<file path="config.mk">
export PLATFORM = sky130hd
export DESIGN_NAME = regfile_wb_arb
export DESIGN_NICKNAME = d
export VERILOG_FILES = /design/src/rtl/regfile_wb_arb.sv
export SDC_FILE = /design/constraint.sdc
export NUM_CORES = 1
export LEC_CHECK = 0
export CAP_MARGIN = 10
export CORE_UTILIZATION = 40
export DETAILED_ROUTE_END_ITERATION = 7
export GPL_TIMING_DRIVEN = 1
export PLACE_DENSITY = 0.73
export SKIP_CTS_REPAIR_TIMING = 1
export SLEW_MARGIN = 20
export SYNTH_ARGS = -nofsm -noshare
export SYNTH_HDL_FRONTEND = slang
export SYNTH_SLANG_ARGS = --single-unit
</file>
<file path="constraint.sdc">
create_clock -name clk -period 6.86 [get_ports clk]
set_input_delay 1.715 -clock clk [delete_from_list [all_inputs] [get_ports clk]]
set_output_delay 1.715 -clock clk [all_outputs]
set_load 0.01 [all_outputs]
</file>
<file path="src/rtl/regfile_wb_arb.sv">
// Two-requester write-back arbiter in front of a single-write-port register file.
// Each requester has a one-entry holding buffer; full buffers are granted
// round-robin and the winner is registered onto the write port.
module regfile_wb_arb #(
  parameter logic RR_START_A = 1'b1
) (
  input  logic        clk,
  input  logic        rst,
  input  logic        a_valid,
  output logic        a_ready,
  input  logic [4:0]  a_addr,
  input  logic [31:0] a_data,
  input  logic        b_valid,
  output logic        b_ready,
  input  logic [4:0]  b_addr,
  input  logic [31:0] b_data,
  output logic        we,
  output logic [4:0]  wt_addr,
  output logic [31:0] wdata,
  output logic [31:0] pend_mask
);

  localparam int unsigned AW   = 5;
  localparam int unsigned DW   = 32;
  localparam int unsigned NREG = 32;

  logic          a_full_q, a_full_d;
  logic [AW-1:0] a_addr_q, a_addr_d;
  logic [DW-1:0] a_data_q, a_data_d;
  logic          b_full_q, b_full_d;
  logic [AW-1:0] b_addr_q, b_addr_d;
  logic [DW-1:0] b_data_q, b_data_d;
  logic          last_b_q, last_b_d;
  logic          we_q, we_d;
  logic [AW-1:0] wt_addr_q, wt_addr_d;
  logic [DW-1:0] wdata_q, wdata_d;
  logic          a_win, b_win;

  // Round-robin grant: on contention the requester not granted last wins.
  always_comb begin
    a_win   = a_full_q && (!b_full_q || last_b_q);
    b_win   = b_full_q && (!a_full_q || !last_b_q);
    a_ready = !a_full_q || a_win;
    b_ready = !b_full_q || b_win;
  end

  // Buffer reload/drain, pointer update and write-port staging.
  always_comb begin
    a_full_d  = a_full_q;
    a_addr_d  = a_addr_q;
    a_data_d  = a_data_q;
    b_full_d  = b_full_q;
    b_addr_d  = b_addr_q;
    b_data_d  = b_data_q;
    last_b_d  = last_b_q;
    we_d      = 1'b0;
    wt_addr_d = wt_addr_q;
    wdata_d   = wdata_q;

    if (a_win) begin
      a_full_d  = 1'b0;
      last_b_d  = 1'b0;
      we_d      = (a_addr_q != '0);
      wt_addr_d = a_addr_q;
      wdata_d   = a_data_q;
    end else if (b_win) begin
      b_full_d  = 1'b0;
      last_b_d  = 1'b1;
      we_d      = (b_addr_q != '0);
      wt_addr_d = b_addr_q;
      wdata_d   = b_data_q;
    end

    // A same-edge transfer refills a buffer that is draining this cycle.
    if (a_valid && a_ready) begin
      a_full_d = 1'b1;
      a_addr_d = a_addr;
      a_data_d = a_data;
    end
    if (b_valid && b_ready) begin
      b_full_d = 1'b1;
      b_addr_d = b_addr;
      b_data_d = b_data;
    end
  end

  // State registers; reset discards buffered entries without issuing them.
  always_ff @(posedge clk or posedge rst) begin
    if (rst) begin
      a_full_q  <= 1'b0;
      a_addr_q  <= '0;
      a_data_q  <= '0;
      b_full_q  <= 1'b0;
      b_addr_q  <= '0;
      b_data_q  <= '0;
      last_b_q  <= RR_START_A;
      we_q      <= 1'b0;
      wt_addr_q <= '0;
      wdata_q   <= '0;
    end else begin
      a_full_q  <= a_full_d;
      a_addr_q  <= a_addr_d;
      a_data_q  <= a_data_d;
      b_full_q  <= b_full_d;
      b_addr_q  <= b_addr_d;
      b_data_q  <= b_data_d;
      last_b_q  <= last_b_d;
      we_q      <= we_d;
      wt_addr_q <= wt_addr_d;
      wdata_q   <= wdata_d;
    end
  end

  // Registers with a buffered, not yet issued write; r0 is never pending.
  always_comb begin
    pend_mask = '0;
    for (int unsigned i = 1; i < NREG; i++) begin
      pend_mask[i] = (a_full_q && (a_addr_q == AW'(i))) ||
                     (b_full_q && (b_addr_q == AW'(i)));
    end
  end

  assign we      = we_q;
  assign wt_addr = wt_addr_q;
  assign wdata   = wdata_q;

endmodule

</file>
; ---- After elaboration in Yosys (flattened, before gate mapping)
; Index checks and enable logic that the tools add are counted.
[classes]
add_sub_neg = 0
multipliers = 0
div_mod_pow = 0
order_cmp = 0
eq_ne = 63
n_shift = 0
n_mux = 13
n_bitwise = 0
reduce_logical = 110
[op_table]
columns = cell, n
row1 = "5-bit == test, second input constant", 32
row2 = "5-bit by 4-bit == test with 1-bit output, second input constant", 16
row3 = 1-bit logical AND, 66
row4 = 32-bit two-way mux, 2
row5 = "5-bit by 3-bit == test with 1-bit output, second input constant", 8
row6 = 1-bit logical OR, 35
row7 = "5-bit by 2-bit == test with 1-bit output, second input constant", 4
row8 = "5-bit by 1-bit == test with 1-bit output, second input constant", 2
row9 = 5-bit two-way mux, 2
row10 = 5-bit nonzero test, 2
row11 = 1-bit two-way mux, 9
row12 = 2-bit nonzero test, 3
row13 = 1-bit logical NOT, 3
row14 = "2-bit by 1-bit != test with 1-bit output, second input constant", 1
row15 = 2-bit AND reduction, 1
[totals]
ff_bits = 115
latchBits = 0
ramBits = 0
romBits = 0
in_bits = 78
out_inout_bits = 72
word_cells = 196
memories = 0

; ---- Logic depth before layout (Yosys ltp)
; Gate-level depths: netlist (run 1).
[logic_depth]
depth_word = 7
depth_mapped = 6
ltp_nobuf = 3

; ---- Least setup slack after synthesis (run 1)
; No wires, ideal clock.
[synth_timing]
path_kind = reg2out
from = register a_full_q
to = output pend_mask[23]
arrival_time_ps = 1140
required_time_ps = 5145
setup_slack_ps = 4005
path_stages_with_launch = 5
n_path_buf = 2
cell_sequence = dfrtp_1 > buf_4 > buf_2 > nand4_1 > o22ai_1
[synth_via]
elab_chain_len = 2
[synth_lines]
columns = item, line_no
row1 = "start, declared", 27  ; logic a_full_q, a_full_d;
row2 = "start signal, assigned", 101  ; a_full_q <= a_full_d;
row3 = 1-bit logical AND, 118  ; pend_mask[i] = (a_full_q && (a_addr_q == AW'(i))) ||
row4 = 1-bit logical OR, 118
row5 = "end, declared", 20  ; output logic [31:0] pend_mask
; No other way between the ends.

; ---- Worst setup path after layout (run 1)
[layout_timing]
from = register a_full_q
to = output pend_mask[15]
; The elaborated chain is that of the path after synthesis.

==> results of run 1 <==
metal layers:
metal  vias to the layer above  global-route usage  routed length [um]
met2                       148               0.334                6660
met1                      1935               0.256                5920
met3                        13              0.0426                 685
li1                       1776                   -                   -
met4                         0              0.0734                 233
met5                         -                   0                   0
synthesized netlist by cell type, types with 2 or more instances:
library cell | count | area, um2
buf_1 | 2 | 7.51
buf_12 | 6 | 120
nand2b_1 | 6 | 37.5
nor2b_1 | 2 | 12.5
o21a_1 | 26 | 195
buf_2 | 7 | 35.0
o32a_1 | 25 | 250
and2b_1 | 2 | 15.0
nand2_1 | 9 | 33.8
buf_6 | 6 | 67.6
clkbuf_1 | 6 | 22.5
nor2_1 | 24 | 90.1
mux2_4 | 60 | 901
nand4_1 | 3 | 18.8
nand3_1 | 6 | 30.0
o22ai_1 | 43 | 269
inv_1 | 2 | 7.51
nand3b_1 | 2 | 15.0
buf_4 | 5 | 37.5
dfrtp_1 | 114 | 2850
or2_2 | 2 | 12.5
mux2_2 | 25 | 282
nand2_8 | 2 | 40.0
power by group:
part / internal [W] / switching, W / total, W
registers: 0.000916 / 0.000198 / 0.00111
clock network: 0.000575 / 0.000319 / 0.000894
logic: 0.000620 / 0.000430 / 0.00105
layout by cell type, fill, tap and decap left out, types with 3 or more instances in the layout:
| cell | instances |
|---|---|
| nand3_1 | 6 |
| nand2_1 | 9 |
| nand2b_1 | 6 |
| bufinv_16 | 3 |
| o21a_1 | 26 |
| clkbuf_16 | 17 |
| mux2_4 | 60 |
| inv_6 | 4 |
| o32a_1 | 25 |
| clkinvlp_4 | 3 |
| dfrtp_1 | 112 |
| o22ai_1 | 43 |
| nand4_1 | 3 |
| buf_4 | 3 |
| mux2_2 | 25 |
| clkdlybuf4s50_1 | 148 |
| nor2_1 | 24 |
worst paths after layout:
path                       cells after the start  slack (ns)                  endpoint
setup / recovery                               4        2.39             pend_mask[15]
hold / removal                                 1        0.50     wdata[29]$_DFFE_PP0P_
setup reg to reg                               4        4.37     wdata[23]$_DFFE_PP0P_
hold reg to reg                                1        0.50     wdata[29]$_DFFE_PP0P_
max in group asynchronous                      3        3.87      a_full_q$_DFFE_PP0P_
min in group asynchronous                      2        1.90  a_data_q[10]$_DFFE_PP0P_
logic make-up after synthesis:
family,after synthesis
AOI/OAI and AO/OA,99
DFF,115
and+or+nand+nor,65
other,1
muxes,85
buffers and inverters,35
metrics by stage:
stage | instance area [um2] | setup WS, ns | hold slack, ns | util
2_1_floorplan | 5500 | 2.10 | 0.464 | -
3_3_place_gp | 6940 | 2.83 | 0.474 | 0.520
3_5_place_dp | 6940 | 2.77 | 0.484 | 0.520
4_1_cts | 7550 | 2.34 | 0.499 | 0.565
5_1_grt | 7550 | 2.22 | 0.513 | 0.565
6_report | 7550 | 2.39 | 0.496 | 0.565
critical path, cell delays in order, from the launching register on:
cell	delay, ns
dfrtp_2	1.07
and2b_1	0.31
nand3_1	0.18
o22ai_1	0.23
clkdlybuf4s50_1	0.56
sequential cells by signal, summed over array words and instances (netlist names):
name / cells
a_data_q: 32
b_data_q: 32
wdata: 32
a_addr_q: 5
b_addr_q: 5
wt_addr: 5
a_full_q: 1
b_full_q: 1
last_b_q: 1
we: 1
cell type report:
cell class                      instances  area (um2)
Clock buffer                           18         429
Clock inverter                         14         175
Fill cell                            1103        5800
Inverter                                3        13.8
Multi-Input combinational cell        250        2320
Sequential cell                       115        2880
Tap cell                              176         220
Timing Repair Buffer                  151        1500
==> metrics.csv, run 1 <==
metric;value;unit
vias_per_cell;5.33;
hp-start;a_data_q[29]$_DFFE_PP0P_;
grt-ovfl-total;0;
synthMuxAreaShare;0.215;
io_pins;150;
maxSlewViolCount;0;
ys_seq_elements;115;
avgSynthCellArea;13.8;um2
root_buffer;clkbuf_16;
critPathKind;reg -> out;
synth_flop_cell;dfrtp_1;
crit_arrival;2.76;ns
area_delta_synth_final;37.1;%
final_cell_count_no_fill;727;
die_area;14200;um2
cts_max_path_buffers;2;
yosysWarningCount;0;
synth_edf_count;0;
hp-class;reg -> reg;
ys_seq_area_frac;0.523;
start_util;0.412;
drc;0;
crit_fanout;47;
syn-cell-area;5500;um2
clk_pin_slew;0.06;ns
placement_rows;42;
p_total;0.00306;W
grt_pass1_vias;4137;
syn_nets;478;
synth_xor_area_frac;0;
p_per_area;405;nW/um2
fin_worst_skew;0.0108;ns
synth_cell_types;38;
core;13300;um2
synth_top_family_by_area;multiplexers;
crit_start;a_full_q$_DFFE_PP0P_;
fin_crit;4.47;ns
final_hold_viol_count;0;
tritoncts;built;
end_kind;output pin;
status;completed;
gr-usage-all-layers;0.200;
setup-violations-final;0;
drv_cap;0;
synth-compound-area-share;0.138;
dieWidth;119;um
ys_async_sr_fraction;1.00;
finalCritPeriodShare;0.652;
synth-simple-area-share;0.0684;
drt_wl_total;13.5;mm
synthAdderAreaFrac;0;
clock_latency;0.40;ns
vias;3872;
drt_iter0_markers;144;
nets;616;
r2r-start;a_full_q$_DFFE_PP0P_;
gp_congestion;0.893;
peakVddDrop;0.176;mV
max_freq;223;MHz
clock_sinks;115;
die_y;119;um
detail_route.first_pass.iterations;4;
placedCellCount;695;
setup-tns-final;0;ns
p_leak;3.11;nW
ant_nets;0;
grt_pass1_wl;22.0;mm
cts_made_buffers;17;
grt_max_degree;79;
slew_headroom;0.287;
antenna_found_initial;0;
drive_above_1_share;0.238;
worst_slew_pin_slew;1.07;ns
synthCells;400;
routedWlPerCell;18.6;um
htreeDepth;4;
port_buffers;148;
crit_path_start_kind;flop;
antenna_cells;0;
rsz0062_at_grt;false;
place_hpwl;9.01;mm
required;5.14;ns
(Power assumes the default switching activity.)
==> run 2, diff against run 1 <==
==> constraint.sdc (replaced) <==
create_clock -name clk -period 4.35 [get_ports clk]
set_input_delay 1.0875 -clock clk [delete_from_list [all_inputs] [get_ports clk]]
set_output_delay 1.0875 -clock clk [all_outputs]
set_load 0.01 [all_outputs]
==> run 2 against run 1 <==
Sequential share of layout area hardly changed. Sequential power is 58% higher. Setup slack worse by 1.5 ns. Cell area hardly changed. Cell count is 0.41% higher. Core utilization hardly changed. Die area stayed put. Clock power is 51% higher. Non-clock buffer count is 3 higher. Largest cell class unchanged.
==> metrics.csv, run 2 (same netlist as run 1, synthesis figures left out) <==
metric;value;unit;change
port_buffers;148;;unchanged
final_hold_viol_count;0;;unchanged
grt-ovfl-total;0;;unchanged
final_cell_mix;148 x clkdlybuf4s50_1, 112 x dfrtp_1, 60 x mux2_4;;
routedWlPerCell;18.7;um;+0.46%
hp-class;reg -> reg;;
vias_per_cell;5.39;;+1.1%
die_area;14200;um2;unchanged
crit_fanout;22;;-53%
finalCritPeriodShare;0.787;;
maxSlewViolCount;0;;unchanged
r2r-start;a_full_q$_DFFE_PP0P_;;
crit_path_start_kind;flop;;
gp_congestion;0.922;;+3.2%
max_freq;292;MHz;
fin_crit;3.43;ns;
detail_route.first_pass.iterations;4;;unchanged
p_per_area;633;nW/um2;+56%
crit_arrival;2.34;ns;-0.42 ns
rr_worst_depth;5;;+1
peakVddDrop;0.285;mV;+62%
start_util;0.412;;unchanged
cts_made_buffers;17;;unchanged
setup-violations-final;0;;unchanged
critPathKind;reg -> out;;
intPower;0.00328;W;+56%
crit_start;a_full_q$_DFFE_PP0P_;;
final_common_cell;clkdlybuf4s50_1;;
hold_ws;0.490;ns;-0.00645 ns
rsz0062_at_grt;false;;
clock_sinks;115;;unchanged
ant_nets;0;;unchanged
drive_above_1_share;0.240;;+0.00232
end_kind;output pin;;
clock_latency;0.41;ns;about the same
grt_pass1_wl;22.2;mm;+0.50%
root_buffer;clkbuf_16;;
vias;3932;;+1.5%
core;13300;um2;unchanged
nets;619;;+0.49%
hp-start;a_data_q[29]$_DFFE_PP0P_;;
p_total;0.00478;W;+56%
dieWidth;119;um;unchanged
netSwitchingPower;0.00149;W;+58%
area.sequential;2880;um2;unchanged
p_leak;3.11;nW;about the same
required;3.26;ns;-1.88 ns
multi_input_area;2320;um2;unchanged
htreeDepth;4;;unchanged
whs_endpoint;wdata[29]$_DFFE_PP0P_;;
whs_path_depth;1;;unchanged
antenna_cells;0;;unchanged
status;completed;;
setup-tns-final;0;ns;unchanged
cts_max_path_buffers;2;;unchanged
switching_share;0.313;;+0.00310
area_delta_synth_final;37.1;%;about the same
io_pins;150;;unchanged
p_seq_frac;0.366;;+0.002
tritoncts;built;;
gr-usage-all-layers;0.202;;+0.00192
grt_pass1_vias;4188;;+1.2%
clkPwrFrac;0.283;;-0.009
die_y;119;um;unchanged
drc;0;;unchanged
slew_headroom;0.409;;+0.122
grt_max_degree;53;;-33%
place_hpwl;9.22;mm;+2.3%
worst_slew_pin_slew;0.886;ns;-0.183 ns
fillers;1127;;+2.2%
power_frac_comb;0.351;;+0.008
fin_worst_skew;0.00787;ns;-0.00293 ns
antenna_found_initial;0;;unchanged
r2r_end;wdata[29]$_DFFE_PP0P_;;
rrSetupSlack;1.76;ns;-2.61 ns
drv_cap;0;;unchanged
placement_rows;42;;unchanged
drt_iter0_markers;213;;+48%
clk_pin_slew;0.05;ns;about the same
drt_wl_total;13.6;mm;+0.87%
[run 2: cell types whose count changed in the layout (fill, tap and decap cells not counted), sizes merged]
cell	previous run	this run
clkbuf	18	20
bufinv	3	2
clkinvlp	3	4
inv	7	5
buf	3	6
[run 2: critical path: stages, from the launching register on]
cell and delay, ns:
dfrtp_2 0.68, and2b_1 0.28, nand3_1 0.17, o22ai_1 0.23, clkdlybuf4s50_1 0.57
[run 2: routing by layer]
metal	wire, um	track usage
met1	5980	0.252
met2	6600	0.337
met3	774	0.0445
met4	261	0.0875
met5	0	0
[run 2: final cells by class]
class                      count  area share
clock buffer                  20      0.0592
sequential                   115       0.382
clock inverter                12      0.0174
tap                          176      0.0292
inverter                       3     0.00182
timing repair buffer         154       0.202
multi-input combinational    250       0.308
[run 2: worst max-delay path by stage]
stage / slack [ns] / to / depth (start not counted)
4_1_cts: 0.91 / pend_mask[5] / 4
6_report: 0.92 / pend_mask[15] / 4
5_1_grt: 0.75 / pend_mask[14] / 4
3_3_place_gp: 1.41 / pend_mask[13] / 4
3_5_place_dp: 1.36 / pend_mask[5] / 4
2_1_floorplan: 0.22 / a_addr_q[0]$_DFFE_PP0P_ / 1
[run 2: stage by stage]
step                      std cells   util  cell area [um2]  setup WS, ns
final                           730  0.565             7540         0.924
after global routing            730  0.565             7540         0.755
after detailed placement        698  0.522             6960          1.36
after global placement          698  0.522             6960          1.41
after floorplan                 400      -             5500         0.220
after CTS                       730  0.565             7540         0.913
[run 2: power groups by stage]
stage	clock [W]	combinational [W]	sequential [W]
after floorplan	0	0.00105	0.00172
after global placement	0	0.00165	0.00174
after detailed placement	0	0.00168	0.00176
after CTS	0.00137	0.00169	0.00175
after global routing	0.00141	0.00179	0.00180
final	0.00135	0.00168	0.00175
==> run 3, diff against run 2 <==
--- a/config.mk
+++ b/config.mk
@@ -9,7 +9,7 @@
 export CORE_UTILIZATION = 40
 export DETAILED_ROUTE_END_ITERATION = 7
 export GPL_TIMING_DRIVEN = 1
-export PLACE_DENSITY = 0.73
+export PLACE_DENSITY = 0.76
 export SKIP_CTS_REPAIR_TIMING = 1
 export SLEW_MARGIN = 20
 export SYNTH_ARGS = -nofsm -noshare
==> constraint.sdc (replaced) <==
create_clock -name clk -period 3 [get_ports clk]
set_input_delay 0.75 -clock clk [delete_from_list [all_inputs] [get_ports clk]]
set_output_delay 0.75 -clock clk [all_outputs]
set_load 0.01 [all_outputs]
==> run 3 against run 2 <==
Combinational power is 49% higher. Core utilization up 0.53 points. Total power is 45% higher. Clock skew about the same. Critical path type unchanged. Critical endpoint is now pend_mask[19].
==> metrics.csv, run 3 (same netlist as run 1, synthesis figures left out) <==
metric;value;unit;change
status;completed;;
routedWlPerCell;19.0;um;+2.1%
critPathKind;reg -> out;;
fin_worst_skew;0.00790;ns;+0.0000239 ns
dieWidth;119;um;unchanged
rsz0062_at_grt;false;;
hp-start;a_data_q[12]$_DFFE_PP0P_;;
drc;0;;unchanged
clock_latency;0.41;ns;about the same
final_hold_viol_count;0;;unchanged
core;13300;um2;unchanged
detail_route.first_pass.iterations;5;;+1
die_y;119;um;unchanged
htreeDepth;4;;unchanged
setup-violations-final;0;;unchanged
r2r_end;a_data_q[0]$_DFFE_PP0P_;;
drt_wl_total;13.9;mm;+2.2%
whs_path_depth;1;;unchanged
max_freq;348;MHz;
pre_cts_ws;0.439;ns;-0.921 ns
hp-class;reg -> reg;;
grt_max_degree;61;;+15%
rr_worst_depth;5;;unchanged
drv_cap;0;;unchanged
antenna_cells;0;;unchanged
slew_headroom;0.430;;+0.0211
clock_sinks;115;;unchanged
fin_crit;2.87;ns;
peakVddDrop;0.384;mV;+35%
drt_iter0_markers;147;;-31%
end_kind;output pin;;
crit_path_start_kind;flop;;
vias;3944;;+0.31%
finalWorstSetupSlack;0.127;ns;-0.797 ns
grt_pass1_vias;4048;;-3.3%
antenna_found_initial;1;;+1
p_per_area;911;nW/um2;+44%
area_delta_synth_final;38.3;%;
hold_ws;0.491;ns;+0.00141 ns
required;2.25;ns;-1.01 ns
gr-usage-all-layers;0.206;;+0.00365
place_hpwl;9.30;mm;+0.79%
rrSetupSlack;0.98;ns;-0.78 ns
slowest_stage;clkdlybuf4s50_1;;
placement_rows;42;;unchanged
final_cell_mix;148 x clkdlybuf4s50_1, 112 x dfrtp_1, 60 x mux2_4;;
ant_nets;0;;unchanged
worst_slew_pin_slew;0.851;ns;-0.0348 ns
port_buffers;148;;unchanged
whs_endpoint;wdata[12]$_DFFE_PP0P_;;
start_util;0.412;;unchanged
crit_fanout;8;;-64%
clk_pin_slew;0.05;ns;about the same
finalCritPeriodShare;0.958;;
maxSlewViolCount;0;;unchanged
fillers;1143;;+1.4%
cts_max_path_buffers;2;;unchanged
root_buffer;clkbuf_16;;
grt_pass1_wl;22.1;mm;-0.15%
cts_made_buffers;17;;unchanged
gp_congestion;0.904;;-1.9%
nets;623;;+0.65%
utilization;0.570;;+0.00525
tritoncts;built;;
r2r-start;a_full_q$_DFFE_PP0P_;;
io_pins;150;;unchanged
crit_arrival;2.12;ns;-0.22 ns
final_common_cell;clkdlybuf4s50_1;;
die_area;14200;um2;unchanged
slowest_delay;0.59;ns;-0.09 ns
drive_above_1_share;0.245;;+0.00497
vias_per_cell;5.40;;+0.17%
crit_chain;and2b_1 > nand2_1 > o22ai_1 > clkdlybuf4s50_1;;
grt-ovfl-total;0;;unchanged
p_leak;3.14;nW;+0.96%
## run 3: cell count changes in the layout (fill, tap and decap cells not counted), moves of 2 or more
cell,delta
nand3_1,-2
clkbuf_1,+2
clkbuf_8,+2
inv_6,-2
clkinvlp_4,-2
buf_12,+3
nand3_2,+2
## run 3: final cells by class
class	count	area [um2]	share of cell area
flip-flops and latches	115	2880	0.379
multi-input cells	250	2340	0.307
inverters	3	15.0	0.00197
clock inverters	5	77.6	0.0102
well taps	176	220	0.0289
repair buffers	158	1590	0.209
clock buffers	24	482	0.0633
## run 3: worst max-delay path by stage
stage / endpoint / depth (start not counted) / from
global route: pend_mask[13] / 4 / a_addr_q[4]$_DFFE_PP0P_
floorplan: a_addr_q[0]$_DFFE_PP0P_ / 1 / rst
CTS: pend_mask[14] / 4 / a_full_q$_DFFE_PP0P_
finish: pend_mask[19] / 4 / b_addr_q[3]$_DFFE_PP0P_
global placement: pend_mask[14] / 4 / a_full_q$_DFFE_PP0P_
detailed placement: pend_mask[14] / 4 / a_full_q$_DFFE_PP0P_
## run 3: layer usage
metal  vias to the layer above  part of all wire  global-route usage
met1                      1980              0.43               0.250
li1                       1786                 -                   -
met4                         0             0.017              0.0781
met2                       156              0.50               0.354
met5                         -                 0                   0
met3                        22             0.052              0.0484
## run 3: power breakdown
part           total, W  switching [W]  internal (W)
sequential      0.00252       0.000420       0.00210
clock           0.00192       0.000649       0.00127
combinational   0.00250        0.00105       0.00145
total           0.00693        0.00211       0.00482
## run 3: through the flow
stage,total power [W],setup TNS (ns),instance area [um2],instances
3_5_place_dp,0.00501,0,7000,698
4_1_cts,0.00696,-0.00303,7560,727
6_report,0.00693,0,7610,731
3_3_place_gp,0.00495,0,7000,698
5_1_grt,0.00727,0,7610,731
2_1_floorplan,0.00402,0,5510,400
## run 3: critical path, delay by kind of cell (launching register included)
kind | cells | cell delay, ns
flops | 1 | 0.46
simple gates | 2 | 0.45
buf+inv | 1 | 0.59
compound gates | 1 | 0.23
